### config.mk
export PLATFORM = sky130hd
export DESIGN_NAME = uart_cfg
export DESIGN_NICKNAME = d
export VERILOG_FILES = /design/src/rtl/uart_cfg.sv
export SDC_FILE = /design/constraint.sdc
export NUM_CORES = 1
export LEC_CHECK = 0
export CAP_MARGIN = 10
export CORE_AREA = 2 2 86 88
export CTS_CLUSTER_DIAMETER = 150
export DETAILED_ROUTE_END_ITERATION = 7
export DIE_AREA = 0 0 88 90
export GPL_TIMING_DRIVEN = 0
export PLACE_DENSITY = 0.79
export SETUP_SLACK_MARGIN = 0.1
export SLEW_MARGIN = 25
export SYNTH_ARGS = -nofsm -noshare
export SYNTH_HDL_FRONTEND = slang
export SYNTH_SLANG_ARGS = --single-unit
### constraint.sdc
create_clock -name clk -period 7.8 [get_ports clk]
set_clock_uncertainty 0.1 [all_clocks]
set_input_delay 1.17 -clock clk [delete_from_list [all_inputs] [get_ports clk]]
set_output_delay 1.17 -clock clk [all_outputs]
set_load 0.02 [all_outputs]
### src/rtl/uart_cfg.sv
// Configurable-frame UART: DATA_BITS 5..9, optional odd/even parity, 1 or 2 stop bits.
// Independent TX and RX engines; RX reports framing and parity errors separately.
module uart_cfg #(
  parameter int CLKS_PER_BIT = 434,
  parameter int DATA_BITS    = 8,
  parameter int PARITY       = 0,
  parameter int STOP_BITS    = 1
) (
  input  logic                 clk,
  input  logic                 rst,
  input  logic                 rx,
  output logic                 tx,
  input  logic                 transmit,
  input  logic [DATA_BITS-1:0] tx_byte,
  output logic                 received,
  output logic [DATA_BITS-1:0] rx_byte,
  output logic                 is_receiving,
  output logic                 is_transmitting,
  output logic                 recv_error,
  output logic                 parity_error,
  output logic [2:0]           recv_state,
  output logic [2:0]           tx_state
);

  localparam int            CW       = $clog2(2 * CLKS_PER_BIT);
  localparam logic [CW-1:0] CNT_BIT  = CW'(CLKS_PER_BIT - 1);
  localparam logic [CW-1:0] CNT_HALF = CW'(CLKS_PER_BIT / 2 - 1);
  localparam logic [CW-1:0] CNT_STOP = CW'(STOP_BITS * CLKS_PER_BIT - 1);
  localparam logic [3:0]    LAST_BIT = 4'(DATA_BITS - 1);
  localparam logic          ODD      = (PARITY == 1);
  localparam logic          HAS_PAR  = (PARITY != 0);

  typedef enum logic [2:0] {
    S_IDLE   = 3'd0,
    S_START  = 3'd1,
    S_DATA   = 3'd2,
    S_PARITY = 3'd3,
    S_STOP   = 3'd4,
    S_ERROR  = 3'd5
  } state_t;

  state_t                tx_state_q, tx_state_d;
  logic [CW-1:0]         tx_cnt_q, tx_cnt_d;
  logic [3:0]            tx_bit_q, tx_bit_d;
  logic [DATA_BITS-1:0]  tx_shift_q, tx_shift_d;
  logic                  tx_par_q, tx_par_d;
  logic                  tx_accept;

  state_t                rx_state_q, rx_state_d;
  logic [CW-1:0]         rx_cnt_q, rx_cnt_d;
  logic [3:0]            rx_bit_q, rx_bit_d;
  logic [DATA_BITS-1:0]  rx_shift_q, rx_shift_d;
  logic                  rx_par_q, rx_par_d;
  logic [DATA_BITS-1:0]  rx_byte_q, rx_byte_d;
  logic                  rx_meta_q, rx_sync_q;
  logic                  received_q, received_d;
  logic                  rerr_q, rerr_d;
  logic                  perr_q, perr_d;

  // A request on the last stop cycle chains straight into the next START (no idle gap).
  assign tx_accept = transmit &&
                     ((tx_state_q == S_IDLE) || (tx_state_q == S_STOP && tx_cnt_q == '0));

  always_comb begin
    tx_state_d = tx_state_q;
    tx_cnt_d   = tx_cnt_q;
    tx_bit_d   = tx_bit_q;
    tx_shift_d = tx_shift_q;
    tx_par_d   = tx_par_q;
    tx         = 1'b1;
    case (tx_state_q)
      S_IDLE: ;
      S_START: begin
        tx = 1'b0;
        if (tx_cnt_q == '0) begin
          tx_state_d = S_DATA;
          tx_cnt_d   = CNT_BIT;
          tx_bit_d   = '0;
        end else tx_cnt_d = tx_cnt_q - 1'b1;
      end
      S_DATA: begin
        tx = tx_shift_q[0];
        if (tx_cnt_q == '0) begin
          tx_shift_d = tx_shift_q >> 1;
          tx_bit_d   = tx_bit_q + 4'd1;
          tx_cnt_d   = CNT_BIT;
          if (tx_bit_q == LAST_BIT) begin
            tx_state_d = HAS_PAR ? S_PARITY : S_STOP;
            tx_cnt_d   = HAS_PAR ? CNT_BIT : CNT_STOP;
          end
        end else tx_cnt_d = tx_cnt_q - 1'b1;
      end
      S_PARITY: begin
        tx = tx_par_q;
        if (tx_cnt_q == '0) begin
          tx_state_d = S_STOP;
          tx_cnt_d   = CNT_STOP;
        end else tx_cnt_d = tx_cnt_q - 1'b1;
      end
      S_STOP: begin
        if (tx_cnt_q == '0) tx_state_d = S_IDLE;
        else                tx_cnt_d   = tx_cnt_q - 1'b1;
      end
      default: tx_state_d = S_IDLE;
    endcase
    if (tx_accept) begin
      tx_state_d = S_START;
      tx_cnt_d   = CNT_BIT;
      tx_shift_d = tx_byte;
      tx_par_d   = (^tx_byte) ^ ODD;
    end
  end

  always_ff @(posedge clk or posedge rst) begin
    if (rst) begin
      tx_state_q <= S_IDLE;
      tx_cnt_q   <= '0;
      tx_bit_q   <= '0;
      tx_shift_q <= '0;
      tx_par_q   <= 1'b0;
    end else begin
      tx_state_q <= tx_state_d;
      tx_cnt_q   <= tx_cnt_d;
      tx_bit_q   <= tx_bit_d;
      tx_shift_q <= tx_shift_d;
      tx_par_q   <= tx_par_d;
    end
  end

  always_comb begin
    rx_state_d = rx_state_q;
    rx_cnt_d   = rx_cnt_q;
    rx_bit_d   = rx_bit_q;
    rx_shift_d = rx_shift_q;
    rx_par_d   = rx_par_q;
    rx_byte_d  = rx_byte_q;
    received_d = 1'b0;
    rerr_d     = 1'b0;
    perr_d     = 1'b0;
    case (rx_state_q)
      S_IDLE: begin
        if (!rx_sync_q) begin
          rx_state_d = S_START;
          rx_cnt_d   = CNT_HALF;
        end
      end
      S_START: begin
        if (rx_cnt_q != '0) rx_cnt_d = rx_cnt_q - 1'b1;
        else if (!rx_sync_q) begin
          rx_state_d = S_DATA;
          rx_cnt_d   = CNT_BIT;
          rx_bit_d   = '0;
        end else rx_state_d = S_IDLE;
      end
      S_DATA: begin
        if (rx_cnt_q == '0) begin
          rx_shift_d = {rx_sync_q, rx_shift_q[DATA_BITS-1:1]};
          rx_bit_d   = rx_bit_q + 4'd1;
          rx_cnt_d   = CNT_BIT;
          if (rx_bit_q == LAST_BIT) rx_state_d = HAS_PAR ? S_PARITY : S_STOP;
        end else rx_cnt_d = rx_cnt_q - 1'b1;
      end
      S_PARITY: begin
        if (rx_cnt_q == '0) begin
          rx_par_d   = rx_sync_q;
          rx_state_d = S_STOP;
          rx_cnt_d   = CNT_BIT;
        end else rx_cnt_d = rx_cnt_q - 1'b1;
      end
      S_STOP: begin
        if (rx_cnt_q != '0) rx_cnt_d = rx_cnt_q - 1'b1;
        else if (rx_sync_q) begin
          rx_state_d = S_IDLE;
          received_d = 1'b1;
          rx_byte_d  = rx_shift_q;
          perr_d     = HAS_PAR && (rx_par_q != ((^rx_shift_q) ^ ODD));
        end else begin
          rx_state_d = S_ERROR;
          rerr_d     = 1'b1;
          rx_cnt_d   = CNT_BIT;
        end
      end
      S_ERROR: begin
        // Any low cycle restarts the quiet-line window.
        if (!rx_sync_q)           rx_cnt_d   = CNT_BIT;
        else if (rx_cnt_q == '0)  rx_state_d = S_IDLE;
        else                      rx_cnt_d   = rx_cnt_q - 1'b1;
      end
      default: rx_state_d = S_IDLE;
    endcase
  end

  always_ff @(posedge clk or posedge rst) begin
    if (rst) begin
      rx_meta_q  <= 1'b1;
      rx_sync_q  <= 1'b1;
      rx_state_q <= S_IDLE;
      rx_cnt_q   <= '0;
      rx_bit_q   <= '0;
      rx_shift_q <= '0;
      rx_par_q   <= 1'b0;
      rx_byte_q  <= '0;
      received_q <= 1'b0;
      rerr_q     <= 1'b0;
      perr_q     <= 1'b0;
    end else begin
      rx_meta_q  <= rx;
      rx_sync_q  <= rx_meta_q;
      rx_state_q <= rx_state_d;
      rx_cnt_q   <= rx_cnt_d;
      rx_bit_q   <= rx_bit_d;
      rx_shift_q <= rx_shift_d;
      rx_par_q   <= rx_par_d;
      rx_byte_q  <= rx_byte_d;
      received_q <= received_d;
      rerr_q     <= rerr_d;
      perr_q     <= perr_d;
    end
  end

  assign received        = received_q;
  assign rx_byte         = rx_byte_q;
  assign recv_error      = rerr_q;
  assign parity_error    = perr_q;
  assign recv_state      = rx_state_q;
  assign tx_state        = tx_state_q;
  assign is_receiving    = (rx_state_q != S_IDLE);
  assign is_transmitting = (tx_state_q != S_IDLE);

endmodule

Word-level counts from Yosys, hierarchy flattened. Cells that the tools add are included.

Word-level logic and storage cells: 125. Input bits: 12. Output and inout port bits: 20. Bits in registers: 63.

Equal/unequal tests: 31. Reduce and logical (&&, ||, !) cells: 29. Bitwise logic cells: 1. Add/sub/neg operators: 4. Multiplexer cells: 46.

Operator list (number): 10-bit two-way mux (9); 3-bit two-way mux (15); 10-bit case mux with 4 select lines (1); 8-bit two-way mux (3); 2-bit != test (second input constant) (12); 10-bit zero test (2); 4-bit two-way mux (5); 10-bit case mux with 2 select lines (1); 10-bit by 1-bit subtractor with 10-bit output (second input constant) (2); 3-bit != test (second input constant) (6); 3-bit case mux with 6 select lines (1); 4-bit case mux with 2 select lines (2); 3-bit case mux with 5 select lines (1); 3-bit by 2-bit == test with 1-bit output (second input constant) (4); 10-bit nonzero test (1); 3-bit == test (second input constant) (3); 3-bit nonzero test (3); 4-bit by 1-bit adder with 4-bit output (second input constant) (2); 4-bit by 3-bit == test with 1-bit output (second input constant) (2); 4-bit AND reduction (2); 8-bit AND reduction (1); 2-bit nonzero test (4); 8-bit XOR reduction (1); 3-bit by 1-bit == test with 1-bit output (second input constant) (2); 14 further kinds (26).

Logic depth before layout (Yosys ltp). Gate-level depths: netlist of run 1.

Depth in word-level cells: 6. Mapped depth: 9. Depth with buffers taken out: 7.

Worst setup path before layout of run 1. No wires, ideal clock.

Path type: reg2out. Start point: register tx_state_q[2], in the netlist tx_state[2]. End point: output port tx. Path buffers: 3. Data arrival time: 1.590 ns. Cell stages (with the launch flop): 5. Data required time: 6.530 ns. Path slack: 4.940 ns. Cell sequence: dfrtp_1 -> clkbuf_1 -> clkbuf_1 -> clkbuf_1 -> nand2b_1.

Longest elaborated chain between the ends: 2. Elaborated cells between the ends (all ways): 4. Classes of those cells: 3 x eq/ne; 1 x mux.

RTL lines: from (decl) (RTL line 42) `state_t tx_state_q, tx_state_d;`; from (signal assigned) (RTL line 122) `tx_state_q <= tx_state_d;`; 3-bit by 2-bit == test with 1-bit output or 3-bit by 1-bit == test with 1-bit output (tied branches) (RTL line 71) `case (tx_state_q)`; 1-bit case mux with 3 select lines (*) (RTL line 71); to (decl) (RTL line 12) `output logic tx,`.

Every way passes the cells marked *; elsewhere a longest branch is shown, timed or not.

Worst setup path after layout of run 1. Ends and elaborated chain as after synthesis.

==> flow_summary.ini, run 1 <==
[run_status]
status = finished, final reports clean

[drt]
wl_met2_microns = 3500
wl_per_cell_microns = 14.5
detail_route.drc_violations = 0
route.layer.met1.wl_microns = 3480
drt-initial-drc-count = 181
routed_wl_microns = 7420
dr_wl_met3_microns = 319
dr.max_layer_used = met4
drt_pre_antenna_iters = 4
route.vias.total = 2950
antenna_left = 0
viasPerCell = 5.75

[timing]
setup_viol = 0
layout_min_cycle_time_ns = 3.91
tightest_slew_ns = 0.885
timing_hold_violations_final = 0
fin_tns_setup_ns = 0
fin_crit_sh_pct = 50.1
grt_setup_unrepaired = false
worst_slew_margin_rel_pct = 40.4
maxSlewViolCount = 0
max_freq_ghz = 0.256
hold_slack_ns = 0.257

[worst_setup_path]
worst-path-buf-inv = 4
cp.arrival_ns = 2.64
crit_slowest_cell = sky130_fd_sc_hd__clkdlybuf4s50_1
critPathMostFrequentCell = sky130_fd_sc_hd__clkbuf_1
timing.critical_path.slowest_cell_delay_ns = 0.60
critPathKind = flip-flop to output port
worstPathMaxFanout = 10
timing.critical_path.cells = clkbuf_1 -> clkbuf_1 -> clkbuf_1 -> nand2b_1 -> clkdlybuf4s50_1
timing.critical_path.to_type = output port
startpoint_class = flip-flop
worst_path_dominant_cell_family = buffers and inverters
timing.critical_path.required_ns = 6.53

[layout]
multiInputGateArea_sq_um = 1740
layout.cell_area.non_filler_sq_um = 4130
regArea_sq_um = 1580
count_of_filler_cells_inserted_in_the_layout = 608
drive_gt1_share_pct = 12.3
fin_cells = 513
fin_nets = 426
num_antenna_cells = 0
syn2layout_area_growth_pct = 19.9

[cts]
ctsLongestPathBuffers = 2
h-tree-depth = 3
ctsHoldBuffers = 0
tritoncts_clock_tree = done
post_cts_resized = 0
cts.sinks = 63
postCtsSetupRepairBufs = 0
clock_pin_slew_reported_for_the_worst_setup_and_hold_paths_after_clock_tree_synthesis_ns = 0.07
cts_made_buffers = 9
clock_tree.root_cell = sky130_fd_sc_hd__clkbuf_8
source_to_sink_clock_delay_at_the_later_pin_of_the_worst_skew_pair_ns = 0.34

[synth]
yosys_warning_count = 0
synthDistinctLibCells = 56
synth_top_area_cell = sky130_fd_sc_hd__dfrtp_1
syn_area_per_cell_sq_um = 9.38
synth-seq-area-share_pct = 45.9
synth-main-ff-cell = sky130_fd_sc_hd__dfrtp_1
synth_seq_cells = 63
postSynthCellCount = 367
synthDominantCellAreaShare_pct = 44.3
synth-edff-count = 0
mappedNetlistArea_sq_um = 3440
mappedNetlistNets = 384
synthArstFlopShare_pct = 100
ys_top_cells_by_area = sky130_fd_sc_hd__dfrtp_1, sky130_fd_sc_hd__mux2_2, sky130_fd_sc_hd__o21ai_0

[floorplanning]
placementRows = 31
die-width_microns = 88
dieArea_sq_um = 7920
core-area_sq_um = 7020
starting_density_of_the_core_pct = 49.0
chipHeight_microns = 90
io-pin-count = 32

[placed_design]
numPortBuffers = 30
postPlaceCellArea_sq_um = 3900
numPlacedInstances = 497
routabilityCongestion = 0.926
dp_hpwl_microns = 5200

[global_routing]
global_route.usage.total_pct = 20.2
grt_max_degree = 51
number_of_global_route_vias_before_repair = 2771
grt_remaining_overflow = 0
grt_pass1_wl_microns = 12900
antenna_found_initial = 0

[power_and_ir_drop]
comb_power_share_pct = 18.9
cell_area_power_density_nw_per_um2 = 218
seq_power_share_pct = 45.0
power_leakage_uw = 0.00175
ir_worst_vdd_mv = 0.0984
internal-power_uw = 648
p_sw_uw = 253
p_sw_share_pct = 28.1
power.share.clock_pct = 36.1

[min_path]
hold_path.class = flip-flop to flip-flop

[flow_run]
max_cap_violations = 0
[area by class of cell]
cell class	instances	share of cell area, %
well taps	99	3.00
clock inverters	6	2.24
plain buffers	19	2.21
inverters	9	0.879
clock buffers	10	3.33
flip-flops and latches	63	38.3
repair buffers	31	7.94
multi-input cells	276	42.1
[through the flow]
step | total power (uW) | util [%] | worst slack (ns)
2_1_floorplan | 533 | - | 4.94
3_3_place_gp | 569 | 55.1 | 3.89
3_5_place_dp | 581 | 55.5 | 4.29
4_1_cts | 906 | 58.8 | 3.89
5_1_grt | 948 | 58.8 | 3.73
6_report | 901 | 58.8 | 3.89
[cell usage in the layout, fill, tap and decap left out, types with 4 or more instances in the layout]
cell	count
sky130_fd_sc_hd__dfrtp_1	61
sky130_fd_sc_hd__nand3_1	13
sky130_fd_sc_hd__clkdlybuf4s50_1	30
sky130_fd_sc_hd__clkbuf_8	10
sky130_fd_sc_hd__mux2_2	15
sky130_fd_sc_hd__nand2_1	37
sky130_fd_sc_hd__a21oi_1	18
sky130_fd_sc_hd__nand2b_1	11
sky130_fd_sc_hd__or2_2	5
sky130_fd_sc_hd__a211oi_1	4
sky130_fd_sc_hd__ha_1	5
sky130_fd_sc_hd__a31oi_1	6
sky130_fd_sc_hd__xnor2_1	12
sky130_fd_sc_hd__nor2_1	24
sky130_fd_sc_hd__a221o_1	6
sky130_fd_sc_hd__nor4_1	5
sky130_fd_sc_hd__inv_1	8
sky130_fd_sc_hd__o21ai_0	28
sky130_fd_sc_hd__nor3_1	21
sky130_fd_sc_hd__clkbuf_1	15
sky130_fd_sc_hd__and3_1	11
[sequential cells by signal, indices dropped and copies added, names as in the netlist]
register    flops
tx_par_q        1
rx_byte         8
tx_shift_q      8
recv_error      1
received        1
rx_bit_q        4
tx_cnt_q       10
rx_meta_q       1
rx_sync_q       1
rx_cnt_q       10
recv_state      3
tx_bit_q        4
tx_state        3
rx_shift_q      8
[synthesized netlist by cell type, types with 2 or more instances]
| library cell | count |
|---|---|
| sky130_fd_sc_hd__a21o_1 | 3 |
| sky130_fd_sc_hd__nand2b_1 | 11 |
| sky130_fd_sc_hd__or3_1 | 3 |
| sky130_fd_sc_hd__nand3b_1 | 2 |
| sky130_fd_sc_hd__o21a_1 | 3 |
| sky130_fd_sc_hd__o41ai_1 | 3 |
| sky130_fd_sc_hd__o32ai_1 | 2 |
| sky130_fd_sc_hd__xnor2_1 | 12 |
| sky130_fd_sc_hd__mux2_2 | 15 |
| sky130_fd_sc_hd__clkbuf_1 | 15 |
| sky130_fd_sc_hd__buf_6 | 2 |
| sky130_fd_sc_hd__nand4_1 | 3 |
| sky130_fd_sc_hd__dfstp_2 | 2 |
| sky130_fd_sc_hd__nor2b_1 | 3 |
| sky130_fd_sc_hd__a22o_1 | 3 |
| sky130_fd_sc_hd__ha_1 | 5 |
| sky130_fd_sc_hd__nand3_1 | 13 |
| sky130_fd_sc_hd__nor3_1 | 21 |
| sky130_fd_sc_hd__a211o_1 | 2 |
| sky130_fd_sc_hd__or2_2 | 5 |
| sky130_fd_sc_hd__a221o_1 | 6 |
| sky130_fd_sc_hd__dfrtp_1 | 61 |
| sky130_fd_sc_hd__nor4_1 | 5 |
| sky130_fd_sc_hd__o22ai_1 | 3 |
| sky130_fd_sc_hd__nor3b_1 | 3 |
| sky130_fd_sc_hd__mux2i_1 | 2 |
| sky130_fd_sc_hd__a211oi_1 | 4 |
| sky130_fd_sc_hd__nand2_1 | 37 |
| sky130_fd_sc_hd__a21oi_1 | 18 |
| sky130_fd_sc_hd__nor2_1 | 24 |
| sky130_fd_sc_hd__and3_1 | 11 |
| sky130_fd_sc_hd__inv_1 | 9 |
| sky130_fd_sc_hd__a31oi_1 | 6 |
| sky130_fd_sc_hd__o21ai_0 | 28 |
[per-layer routing]
metal,global-route usage (%),vias to the layer above
met2,30.9,82
met3,4.68,14
met5,0,-
li1,-,1409
met4,6.92,0
met1,28.2,1445
[final timing paths]
| kind | from | to | slack (ns) | cells past startpoint |
|---|---|---|---|---|
| setup reg to reg | tx_cnt_q[0]$_DFFE_PP0P_ | tx_state[2]$_DFFE_PP0P_ | 4.87 | 7 |
| max in group asynchronous | rst | tx_shift_q[4]$_DFFE_PP0P_ | 6.10 | 3 |
| hold reg to reg | rx_meta_q$_DFF_PP1_ | rx_sync_q$_DFF_PP1_ | 0.26 | 0 |
| min in group asynchronous | rst | rx_cnt_q[5]$_DFFE_PP0P_ | 1.00 | 2 |
| setup / recovery | tx_state[2]$_DFFE_PP0P_ | tx | 3.89 | 5 |
| hold / removal | rx_meta_q$_DFF_PP1_ | rx_sync_q$_DFF_PP1_ | 0.26 | 0 |
[worst reg2reg max path: stages, from the launching register on]
cell	delay (ns)
sky130_fd_sc_hd__dfrtp_1	0.38
sky130_fd_sc_hd__inv_1	0.14
sky130_fd_sc_hd__ha_1	0.21
sky130_fd_sc_hd__or4b_1	0.42
sky130_fd_sc_hd__buf_2	0.19
sky130_fd_sc_hd__nor3_1	0.69
sky130_fd_sc_hd__o21ai_0	0.29
sky130_fd_sc_hd__o32ai_1	0.38
[power by group through the flow]
| stage | sequential (uW) | clock (uW) | combinational, uW |
|---|---|---|---|
| 2_1_floorplan | 401 | 0 | 132 |
| 3_3_place_gp | 408 | 0 | 161 |
| 3_5_place_dp | 409 | 0 | 172 |
| 4_1_cts | 405 | 330 | 171 |
| 5_1_grt | 410 | 345 | 192 |
| 6_report | 406 | 325 | 170 |
[logic make-up (layout without fill, tap and decap cells)]
| family | after synthesis | after routing | synth area share (%) |
|---|---|---|---|
| multiplexers | 17 | 17 | 5.49 |
| buffers and inverters | 28 | 75 | 3.63 |
| other | 1 | 1 | 0.109 |
| AO/OA/AOI/OAI | 90 | 90 | 17.1 |
| AND/OR/NAND/NOR | 150 | 150 | 22.7 |
| flip-flops | 63 | 63 | 45.9 |
| XOR/XNOR | 13 | 13 | 3.31 |
| adder cells (fa/ha/maj) | 5 | 5 | 1.82 |
Note: power is estimated with default switching activity, not from simulation.
==> inputs of run 2 (changes only) <==
==> constraint.sdc (replaced) <==
create_clock -name clk -period 3.9 [get_ports clk]
set_clock_uncertainty 0.1 [all_clocks]
set_input_delay 0.585 -clock clk [delete_from_list [all_inputs] [get_ports clk]]
set_output_delay 0.585 -clock clk [all_outputs]
set_load 0.02 [all_outputs]
==> results of run 2 <==
Same layout as run 1 (identical final DEF). Status: finished, final reports clean.
Main changes from that run: setup slack after placement 4.29 ns -> 0.976 ns; setup slack after layout 3.89 ns -> 0.578 ns; register-to-register setup slack 4.87 ns -> 0.97 ns; total power 901 uW -> 1800 uW; worst IR drop on VDD 0.0984 mV -> 0.197 mV
==> inputs of run 3 (changes only) <==
==> constraint.sdc (replaced) <==
create_clock -name clk -period 3.9 [get_ports clk]
set_clock_uncertainty 0.1 [all_clocks]
set_input_delay 0.585 -clock clk [delete_from_list [all_inputs] [get_ports clk]]
set_output_delay 0.585 -clock clk [all_outputs]
set_load 0.01 [all_outputs]
==> results of run 3 <==
Same layout as run 1 (identical final DEF). Status: finished, final reports clean.
Main changes from that run: setup slack after placement 4.29 ns -> 1.04 ns; setup slack after layout 3.89 ns -> 0.646 ns; register-to-register setup slack 4.87 ns -> 0.97 ns; total power 901 uW -> 1800 uW; worst IR drop on VDD 0.0984 mV -> 0.197 mV
